--- src/rtl/nibble_pack8_pkg.sv ---
// Shared sizes, FSM state encoding and small helpers for the nibble packer.
package nibble_pack8_pkg;

   localparam int NIB_W  = 4;
   localparam int SLOTS  = 8;
   localparam int SEL_W  = 3;
   localparam int WORD_W = NIB_W * SLOTS;

   typedef enum logic {
      ST_FILL = 1'b0,
      ST_FULL = 1'b1
   } state_t;

   // Nibbles held in a word closed this cycle: slots already filled plus the one arriving now.
   function automatic logic [3:0] fill_count(input logic [SEL_W-1:0] slot, input logic xfer);
      return {1'b0, slot} + {3'b000, xfer};
   endfunction

endpackage

--- src/rtl/nibble_pack8_dec3to8.sv ---
// Slot index to one-hot nibble write enable; all zeros when no transfer happens.
module nibble_pack8_dec3to8
   import nibble_pack8_pkg::*;
(
   input  logic [SEL_W-1:0] sel,
   input  logic             en,
   output logic [SLOTS-1:0] onehot
);

   // One-hot decode gated by the transfer strobe
   always_comb begin
      onehot = {SLOTS{1'b0}};
      if (en) begin
         onehot[sel] = 1'b1;
      end else begin
         onehot = {SLOTS{1'b0}};
      end
   end

endmodule

--- src/rtl/nibble_pack8.sv ---
// Packs a valid/ready stream of 4-bit nibbles into 32-bit words, slot k at [4k+3:4k],
// with flush support for partial words.
module nibble_pack8
   import nibble_pack8_pkg::*;
(
   input  logic              clk,
   input  logic              rst,
   input  logic [NIB_W-1:0]  in_nib,
   input  logic              in_valid,
   output logic              in_ready,
   input  logic              flush,
   output logic [WORD_W-1:0] dataout,
   output logic [3:0]        out_cnt,
   output logic              out_valid,
   input  logic              out_ready
);

   state_t             state_r;
   logic [SEL_W-1:0]   slot_r;
   logic [WORD_W-1:0]  buf_r;
   logic [WORD_W-1:0]  dataout_r;
   logic [3:0]         out_cnt_r;
   logic               out_valid_r;

   logic               in_ready_s;
   logic               xfer_s;
   logic               close_s;
   logic [SLOTS-1:0]   wr_en_s;
   logic [WORD_W-1:0]  merged_s;

   // Only out_ready reaches in_ready combinationally; a held word blocks input until it drains
   always_comb begin
      in_ready_s = 1'b1;
      case (state_r)
         ST_FILL: in_ready_s = 1'b1;
         ST_FULL: in_ready_s = out_ready;
         default: in_ready_s = 1'b0;
      endcase
   end

   assign xfer_s = in_valid & in_ready_s;

   nibble_pack8_dec3to8 u_dec (
      .sel    (slot_r),
      .en     (xfer_s),
      .onehot (wr_en_s)
   );

   // Buffer as it will look once this cycle's nibble (if any) is written
   always_comb begin
      merged_s = buf_r;
      for (int k = 0; k < SLOTS; k++) begin
         if (wr_en_s[k]) begin
            merged_s[k*NIB_W +: NIB_W] = in_nib;
         end else begin
            merged_s[k*NIB_W +: NIB_W] = buf_r[k*NIB_W +: NIB_W];
         end
      end
   end

   // A word closes on the eighth nibble, or on flush when it would carry at least one nibble
   assign close_s = (xfer_s && (slot_r == SEL_W'(SLOTS - 1))) ||
                    (flush && ((slot_r != {SEL_W{1'b0}}) || xfer_s));

   // Packer FSM: slot counter, fill buffer and registered output word
   always_ff @(posedge clk) begin
      if (rst) begin
         state_r     <= ST_FILL;
         slot_r      <= {SEL_W{1'b0}};
         buf_r       <= {WORD_W{1'b0}};
         dataout_r   <= {WORD_W{1'b0}};
         out_cnt_r   <= 4'd0;
         out_valid_r <= 1'b0;
      end else begin
         case (state_r)
            ST_FILL: begin
               if (close_s) begin
                  dataout_r   <= merged_s;
                  out_cnt_r   <= fill_count(slot_r, xfer_s);
                  out_valid_r <= 1'b1;
                  buf_r       <= {WORD_W{1'b0}};
                  slot_r      <= {SEL_W{1'b0}};
                  state_r     <= ST_FULL;
               end else if (xfer_s) begin
                  buf_r  <= merged_s;
                  slot_r <= slot_r + 3'd1;
               end
            end
            ST_FULL: begin
               // Buffer is empty here, so a nibble accepted during drain lands in slot 0
               if (out_ready) begin
                  out_valid_r <= 1'b0;
                  state_r     <= ST_FILL;
                  if (xfer_s) begin
                     buf_r  <= merged_s;
                     slot_r <= 3'd1;
                  end
               end
            end
            default: begin
               state_r     <= ST_FILL;
               slot_r      <= {SEL_W{1'b0}};
               buf_r       <= {WORD_W{1'b0}};
               out_valid_r <= 1'b0;
            end
         endcase
      end
   end

   assign in_ready  = in_ready_s;
   assign dataout   = dataout_r;
   assign out_cnt   = out_cnt_r;
   assign out_valid = out_valid_r;

endmodule

--- config.mk ---
export PLATFORM = sky130hd
export DESIGN_NAME = nibble_pack8
export DESIGN_NICKNAME = d
export VERILOG_FILES = /design/src/rtl/nibble_pack8_pkg.sv /design/src/rtl/nibble_pack8_dec3to8.sv /design/src/rtl/nibble_pack8.sv
export SDC_FILE = /design/constraint.sdc
export NUM_CORES = 1
export LEC_CHECK = 0
export BUFFER_PORTS_ARGS = -buffer_cell sky130_fd_sc_hd__buf_4
export CORE_MARGIN = 2
export CORE_UTILIZATION = 25
export CTS_BUF_LIST = sky130_fd_sc_hd__clkbuf_16
export DETAILED_ROUTE_END_ITERATION = 6
export GPL_ROUTABILITY_DRIVEN = 0
export PLACE_DENSITY = 0.41
export RECOVER_POWER = 25
export SYNTH_ARGS = -nofsm -noshare
export SYNTH_HDL_FRONTEND = slang
export SYNTH_SLANG_ARGS = --single-unit
--- constraint.sdc ---
create_clock -name clk -period 2.5 [get_ports clk]
set_clock_uncertainty 0.15 [all_clocks]
set_input_delay 0.125 -clock clk [delete_from_list [all_inputs] [get_ports clk]]
set_output_delay 0.125 -clock clk [all_outputs]
set_load 0.02 [all_outputs]
==> impl_metrics.prom, run 1 <==
# TYPE chip_impl_metric gauge
chip_impl_metric{name="achievable-frequency",unit="GHz"} 0.440
chip_impl_metric{name="finish_stage_setup_viols",unit=""} 0
chip_impl_metric{name="htree_levels",unit=""} 3
chip_impl_metric{name="final_hold_slack",unit="ns"} 0.0264
chip_impl_metric{name="globalRouteTotalUtil",unit="%"} 13.8
chip_impl_metric{name="worst-path-max-fanout",unit=""} 16
chip_impl_metric{name="dp.cells",unit=""} 536
chip_impl_metric{name="full_die_area",unit="µm²"} 14300
chip_impl_metric{name="vias_per_cell",unit=""} 4.83
chip_impl_metric{name="seq_area_frac_synth",unit="%"} 43.8
chip_impl_metric{name="timing.final.crit_period",unit="ns"} 2.27
chip_impl_metric{name="synth.avg_cell_area",unit="µm²"} 10.3
chip_impl_info{name="cts_root_cell",value="sky130_fd_sc_hd__clkbuf_16"} 1
chip_impl_metric{name="cts.sinks",unit=""} 73
chip_impl_metric{name="post_synth_cell_types",unit=""} 39
chip_impl_metric{name="area_delta_synth_final",unit="%"} 22.3
chip_impl_metric{name="floorplan.io_pins",unit=""} 47
chip_impl_metric{name="max_stage_delay",unit="ns"} 0.53
chip_impl_metric{name="nNetsFinal",unit=""} 385
chip_impl_metric{name="cts_resized",unit=""} 0
chip_impl_metric{name="setup_ws",unit="ns"} 0.230
chip_impl_info{name="hold_path.startpoint",value="flush"} 1
chip_impl_metric{name="cap_violations",unit=""} 0
chip_impl_metric{name="totalPowerFinal",unit="mW"} 2.93
chip_impl_metric{name="synthCells",unit=""} 323
chip_impl_metric{name="holdBufCountCts",unit=""} 0
chip_impl_metric{name="final_antenna_net_count",unit=""} 0
chip_impl_metric{name="dp_hpwl",unit="mm"} 6.29
chip_impl_info{name="cts_tree",value="yes"} 1
chip_impl_info{name="cp_top_family",value="compound AO/OA/AOI/OAI gates"} 1
chip_impl_info{name="layout.cells.most_common_list",value="sky130_fd_sc_hd__dfxtp_1, sky130_fd_sc_hd__a21oi_1, sky130_fd_sc_hd__buf_4"} 1
chip_impl_metric{name="synth-edff-count",unit=""} 0
chip_impl_info{name="start_kind",value="flop"} 1
chip_impl_info{name="synth-main-ff-cell",value="sky130_fd_sc_hd__dfxtp_1"} 1
chip_impl_metric{name="drive_gt1_share",unit="%"} 19.4
chip_impl_metric{name="worst_setup_hold_path_clk_slew",unit="ns"} 0.06
chip_impl_info{name="layout.cells.most_common",value="sky130_fd_sc_hd__dfxtp_1"} 1
chip_impl_metric{name="worst_ep_arrival_time",unit="ns"} 2.35
chip_impl_metric{name="irDropWorstVdd",unit="mV"} 0.255
chip_impl_info{name="holdCritPathClass",value="input port to flop"} 1
chip_impl_metric{name="first_global_vias",unit=""} 2604
chip_impl_metric{name="final_cell_count_no_fill",unit=""} 552
chip_impl_metric{name="netlist_area",unit="µm²"} 3340
chip_impl_metric{name="timing_worst_slew_pin_value",unit="ns"} 0.650
chip_impl_metric{name="maxSlewViolCount",unit=""} 0
chip_impl_metric{name="clk_latency",unit="ns"} 0.33
chip_impl_metric{name="max-slew-margin-rel",unit="%"} 56.7
chip_impl_metric{name="dieWidth",unit="µm"} 120
chip_impl_metric{name="total_count_of_hold_check_failures_in_the_final_report",unit=""} 0
chip_impl_info{name="post-synth-top-area-cell",value="sky130_fd_sc_hd__dfxtp_1"} 1
chip_impl_metric{name="vias",unit=""} 2668
chip_impl_metric{name="setup-tns-final",unit="ns"} 0
chip_impl_metric{name="initial_antenna_violation_count",unit=""} 0
chip_impl_info{name="timing.critical_path.cells",value="inv_1, ha_1, nor3b_4, o21ai_4, buf_4, a21oi_1, a32o_1"} 1
chip_impl_metric{name="yosys_warnings",unit=""} 0
chip_impl_info{name="critPathKind",value="flop to flop"} 1
chip_impl_info{name="setup.worst_path.end_class",value="flop"} 1
chip_impl_metric{name="stdcell_area",unit="µm²"} 4080
chip_impl_metric{name="multi_input_comb_area",unit="µm²"} 1700
chip_impl_metric{name="drt_first_pass_iters",unit=""} 4
chip_impl_metric{name="netlist.area_leader.share",unit="%"} 43.8
chip_impl_metric{name="finished_core_util",unit="%"} 31.1
chip_impl_info{name="slowest_stage",value="sky130_fd_sc_hd__dfxtp_1"} 1
chip_impl_metric{name="post-route-drc-count",unit=""} 0
chip_impl_metric{name="numPortBuffers",unit=""} 46
chip_impl_info{name="rsz0062_at_grt",value="false"} 1
chip_impl_info{name="worstSetupStartpoint",value="slot_r[0]"} 1
chip_impl_metric{name="postSynthNetCount",unit=""} 337
chip_impl_metric{name="grt_max_degree",unit=""} 55
chip_impl_metric{name="layout.area.seq",unit="µm²"} 1460
chip_impl_metric{name="final.period_utilization",unit="%"} 90.8
chip_impl_info{name="reg2reg_from",value="slot_r[0]"} 1
chip_impl_metric{name="leakagePower",unit="nW"} 1.39
chip_impl_metric{name="first_pass_grt_wire_length",unit="mm"} 15.0
chip_impl_metric{name="async_reset_ff_share",unit="%"} 0
chip_impl_metric{name="num_rows",unit=""} 42
chip_impl_metric{name="clock_buffer_count_from_cts",unit=""} 9
chip_impl_metric{name="diodes",unit=""} 0
chip_impl_metric{name="initialDrtViolationCount",unit=""} 108
chip_impl_metric{name="cellPowerDensity",unit="nW/µm²"} 717
chip_impl_metric{name="synth.ff_latch_count",unit=""} 73
chip_impl_metric{name="wl_per_cell",unit="µm"} 16.7
chip_impl_metric{name="worst-path-buf-inv",unit=""} 2
chip_impl_metric{name="post_cts_buffers",unit=""} 0
chip_impl_metric{name="routed_wirelength",unit="mm"} 9.24
chip_impl_metric{name="worst-endpoint-required",unit="ns"} 2.58
chip_impl_metric{name="die_y",unit="µm"} 120
chip_impl_info{name="synth_top_cells_by_area",value="sky130_fd_sc_hd__dfxtp_1, sky130_fd_sc_hd__mux2i_1, sky130_fd_sc_hd__a22o_1"} 1
chip_impl_metric{name="post-place-ws",unit="ns"} 0.236
chip_impl_metric{name="effective_utilization_at_floorplan",unit="%"} 25.4
chip_impl_metric{name="global_route.overflow_total",unit=""} 0
chip_impl_metric{name="fillerInstances",unit=""} 1404
chip_impl_metric{name="dpl_cell_area",unit="µm²"} 3910
chip_impl_metric{name="clock_tree.buffer_depth",unit=""} 2
chip_impl_metric{name="core_region_area",unit="µm²"} 13100
chip_impl_info{name="status",value="complete, no violations"} 1
-- routing by layer --
metal  vias up  GRT usage (%)  routed length (µm)
li1       1333              -                   -
met1      1267           18.4                4540
met2        57           21.3                4240
met3        11           4.23                 351
met4         0           4.26                 107
met5         -              0                   0
-- worst paths after layout --
| check | endpoint | slack [ns] | depth (start not counted) |
|---|---|---|---|
| setup reg to reg | slot_r[2] | 0.23 | 7 |
| setup / recovery | slot_r[2] | 0.23 | 7 |
| hold reg to reg | buf_r[2] | 0.32 | 1 |
| hold / removal | slot_r[1] | 0.03 | 3 |
-- cell families after synthesis --
family	Yosys count	share of synthesized area [%]
AND/OR/NAND/NOR	42	10.7
flip-flops	73	43.8
buffers and inverters	36	5.32
adder cells (fa/ha/maj)	5	1.87
XOR/XNOR	1	0.262
multiplexers	32	9.60
AO/OA/AOI/OAI	134	28.4
-- area by class of cell --
type                    count  area share (%)
multi-input cells         214            41.7
flip-flops and latches     73            35.8
repair buffers             66            9.65
clock buffers               9            5.51
well taps                 176            5.39
clock inverters             7            1.35
inverters                   7           0.643
-- registers in the layout, indices dropped and copies added (netlist names) --
name and flops:
buf_r 32, dataout 32, out_cnt 4, slot_r 3, out_valid 1, state_r 1
-- synthesized netlist by cell type, types with 2 or more instances --
master and number:
sky130_fd_sc_hd__a211oi_1 30, sky130_fd_sc_hd__a211oi_2 4, sky130_fd_sc_hd__a21oi_1 48, sky130_fd_sc_hd__a22o_1 28
sky130_fd_sc_hd__a22o_2 4, sky130_fd_sc_hd__a32o_1 2, sky130_fd_sc_hd__buf_1 3, sky130_fd_sc_hd__buf_2 10
sky130_fd_sc_hd__buf_6 4, sky130_fd_sc_hd__clkbuf_1 12, sky130_fd_sc_hd__dfxtp_1 73, sky130_fd_sc_hd__ha_1 5
sky130_fd_sc_hd__inv_1 6, sky130_fd_sc_hd__mux2i_1 32, sky130_fd_sc_hd__nand2_1 4, sky130_fd_sc_hd__nand2b_1 4
sky130_fd_sc_hd__nand3_1 3, sky130_fd_sc_hd__nand3b_1 4, sky130_fd_sc_hd__nor2_1 7, sky130_fd_sc_hd__nor3_1 2
sky130_fd_sc_hd__nor3_4 6, sky130_fd_sc_hd__nor4_4 2, sky130_fd_sc_hd__o211ai_1 4, sky130_fd_sc_hd__o21ai_0 7
sky130_fd_sc_hd__o32ai_1 4, sky130_fd_sc_hd__or4b_1 2
-- worst reg2reg max path: cells and delay by family (launching register included) --
kind	cells	cell delay, ns
compound gates	3	0.70
fa+ha+maj	1	0.21
buf+inv	2	0.40
flops	1	0.53
simple gates	1	0.17
-- power by group --
group          switching, mW  total [mW]  leakage [nW]  internal [mW]
Sequential            0.0343        1.26         0.595           1.22
Combinational          0.289       0.445         0.648          0.156
Clock                  0.473        1.23         0.150          0.754
Total                  0.797        2.93          1.39           2.13
Note: power is estimated with default switching activity, not from simulation.
==> run 2, diff against run 1 <==
--- a/config.mk
+++ b/config.mk
@@ -6,12 +6,14 @@
 export NUM_CORES = 1
 export LEC_CHECK = 0
 export BUFFER_PORTS_ARGS = -buffer_cell sky130_fd_sc_hd__buf_4
+export CELL_PAD_IN_SITES_DETAIL_PLACEMENT = 2
+export CELL_PAD_IN_SITES_GLOBAL_PLACEMENT = 2
 export CORE_MARGIN = 2
 export CORE_UTILIZATION = 25
 export CTS_BUF_LIST = sky130_fd_sc_hd__clkbuf_16
 export DETAILED_ROUTE_END_ITERATION = 6
 export GPL_ROUTABILITY_DRIVEN = 0
-export PLACE_DENSITY = 0.41
+export PLACE_DENSITY = 0.58
 export RECOVER_POWER = 25
 export SYNTH_ARGS = -nofsm -noshare
 export SYNTH_HDL_FRONTEND = slang
==> impl_metrics.prom, run 2 (synthesis results as in run 1) <==
# TYPE chip_impl_metric gauge
chip_impl_info{name="status",value="complete, no violations"} 1
chip_impl_metric{name="dp_hpwl",unit="mm"} 7.04
chip_impl_metric{name="core_region_area",unit="µm²"} 13100
chip_impl_metric{name="effective_utilization_at_floorplan",unit="%"} 25.4
chip_impl_metric{name="post-route-drc-count",unit=""} 0
chip_impl_metric{name="finish_stage_setup_viols",unit=""} 0
chip_impl_metric{name="clk_latency",unit="ns"} 0.34
chip_impl_metric{name="clock_tree.buffer_depth",unit=""} 2
chip_impl_info{name="holdCritPathClass",value="input port to flop"} 1
chip_impl_metric{name="wl_per_cell",unit="µm"} 18.4
chip_impl_info{name="critPathKind",value="flop to flop"} 1
chip_impl_metric{name="drive_gt1_share",unit="%"} 19.4
chip_impl_metric{name="worst-endpoint-required",unit="ns"} 2.58
chip_impl_metric{name="fillerInstances",unit=""} 1493
chip_impl_metric{name="globalRouteTotalUtil",unit="%"} 15.3
chip_impl_metric{name="numPortBuffers",unit=""} 46
chip_impl_metric{name="post_cts_buffers",unit=""} 0
chip_impl_metric{name="final_hold_slack",unit="ns"} 0.0330
chip_impl_metric{name="global_route.overflow_total",unit=""} 0
chip_impl_info{name="layout.cells.most_common_list",value="sky130_fd_sc_hd__dfxtp_1, sky130_fd_sc_hd__a21oi_1, sky130_fd_sc_hd__buf_4"} 1
chip_impl_metric{name="cts.sinks",unit=""} 73
chip_impl_metric{name="setup-tns-final",unit="ns"} 0
chip_impl_metric{name="maxSlewViolCount",unit=""} 0
chip_impl_metric{name="dieWidth",unit="µm"} 120
chip_impl_metric{name="cap_violations",unit=""} 0
chip_impl_metric{name="floorplan.io_pins",unit=""} 47
chip_impl_metric{name="nNetsFinal",unit=""} 386
chip_impl_metric{name="multi_input_comb_area",unit="µm²"} 1700
chip_impl_metric{name="htree_levels",unit=""} 3
chip_impl_metric{name="cts_resized",unit=""} 0
chip_impl_metric{name="achievable-frequency",unit="GHz"} 0.436
chip_impl_metric{name="total_count_of_hold_check_failures_in_the_final_report",unit=""} 0
chip_impl_metric{name="timing_worst_slew_pin_value",unit="ns"} 0.652
chip_impl_metric{name="worst_setup_hold_path_clk_slew",unit="ns"} 0.05
chip_impl_metric{name="timing.final.crit_period",unit="ns"} 2.29
chip_impl_info{name="setup.worst_path.end_class",value="flop"} 1
chip_impl_metric{name="drt_first_pass_iters",unit=""} 4
chip_impl_metric{name="worst-path-max-fanout",unit=""} 15
chip_impl_metric{name="vias_per_cell",unit=""} 4.98
chip_impl_metric{name="cellPowerDensity",unit="nW/µm²"} 722
chip_impl_metric{name="finished_core_util",unit="%"} 31.1
chip_impl_metric{name="final.period_utilization",unit="%"} 91.7
chip_impl_metric{name="initialDrtViolationCount",unit=""} 121
chip_impl_metric{name="clock_buffer_count_from_cts",unit=""} 9
chip_impl_metric{name="max-slew-margin-rel",unit="%"} 56.5
chip_impl_metric{name="first_pass_grt_wire_length",unit="mm"} 16.7
chip_impl_metric{name="routed_wirelength",unit="mm"} 10.2
chip_impl_metric{name="dp.cells",unit=""} 537
chip_impl_info{name="rsz0062_at_grt",value="false"} 1
chip_impl_metric{name="vias",unit=""} 2748
chip_impl_metric{name="diodes",unit=""} 0
chip_impl_metric{name="grt_max_degree",unit=""} 55
chip_impl_metric{name="irDropWorstVdd",unit="mV"} 0.269
chip_impl_metric{name="first_global_vias",unit=""} 2979
chip_impl_metric{name="area_delta_synth_final",unit="%"} 22.5
chip_impl_metric{name="worst_ep_arrival_time",unit="ns"} 2.37
chip_impl_metric{name="final_cell_count_no_fill",unit=""} 552
chip_impl_info{name="cts_root_cell",value="sky130_fd_sc_hd__clkbuf_16"} 1
chip_impl_info{name="cts_tree",value="yes"} 1
chip_impl_metric{name="die_y",unit="µm"} 120
chip_impl_info{name="start_kind",value="flop"} 1
chip_impl_metric{name="final_antenna_net_count",unit=""} 0
chip_impl_metric{name="leakagePower",unit="nW"} 1.39
chip_impl_metric{name="num_rows",unit=""} 42
chip_impl_info{name="layout.cells.most_common",value="sky130_fd_sc_hd__dfxtp_1"} 1
chip_impl_metric{name="layout.area.seq",unit="µm²"} 1460
chip_impl_metric{name="holdBufCountCts",unit=""} 0
chip_impl_metric{name="full_die_area",unit="µm²"} 14300
chip_impl_metric{name="initial_antenna_violation_count",unit=""} 0
-- run 2: layout make-up --
type                            instances  share of cell area, %
Clock inverter                          6                   1.29
Clock buffer                            9                   5.51
Inverter                                7                  0.643
Multi-Input combinational cell        214                   41.6
Tap cell                              176                   5.39
Sequential cell                        73                   35.7
Timing Repair Buffer                   67                   9.82
-- run 2: worst max-delay path, stage by stage, from the launching register on --
cell and delay, ns:
sky130_fd_sc_hd__dfxtp_1 0.54, sky130_fd_sc_hd__inv_1 0.12, sky130_fd_sc_hd__ha_1 0.22, sky130_fd_sc_hd__nor3b_4 0.18
sky130_fd_sc_hd__o21ai_4 0.30, sky130_fd_sc_hd__buf_4 0.28, sky130_fd_sc_hd__a21oi_1 0.11, sky130_fd_sc_hd__a32o_1 0.29
-- run 2: stage by stage --
stage | cell area, µm² | total power [mW] | setup WS, ns
finish | 4090 | 2.95 | 0.209
global route | 4090 | 3.10 | 0.0148
CTS | 4190 | 3.03 | 0.188
detailed placement | 3910 | 1.78 | 0.204
global placement | 3910 | 1.76 | 0.297
floorplan | 3340 | 1.58 | 0.448
-- run 2: routing by layer --
layer	up-vias	wire, µm	track usage [%]
met1	1357	4900	19.9
met5	-	0	0
li1	1334	-	-
met3	17	332	3.37
met2	40	4730	24.5
met4	0	206	6.32
-- run 2: final timing paths --
| path | start | end | slack (ns) | depth (start not counted) |
|---|---|---|---|---|
| setup / recovery | slot_r[0] | slot_r[1] | 0.21 | 7 |
| hold / removal | flush | slot_r[2] | 0.03 | 3 |
| setup reg to reg | slot_r[0] | slot_r[1] | 0.21 | 7 |
| hold reg to reg | buf_r[5] | buf_r[5] | 0.32 | 1 |
-- run 2: where the power goes --
group / leakage [nW] / switching, mW / internal [mW]
Combinational: 0.653 / 0.300 / 0.158
Sequential: 0.595 / 0.0339 / 1.22
Clock: 0.139 / 0.485 / 0.752
Total: 1.39 / 0.819 / 2.13
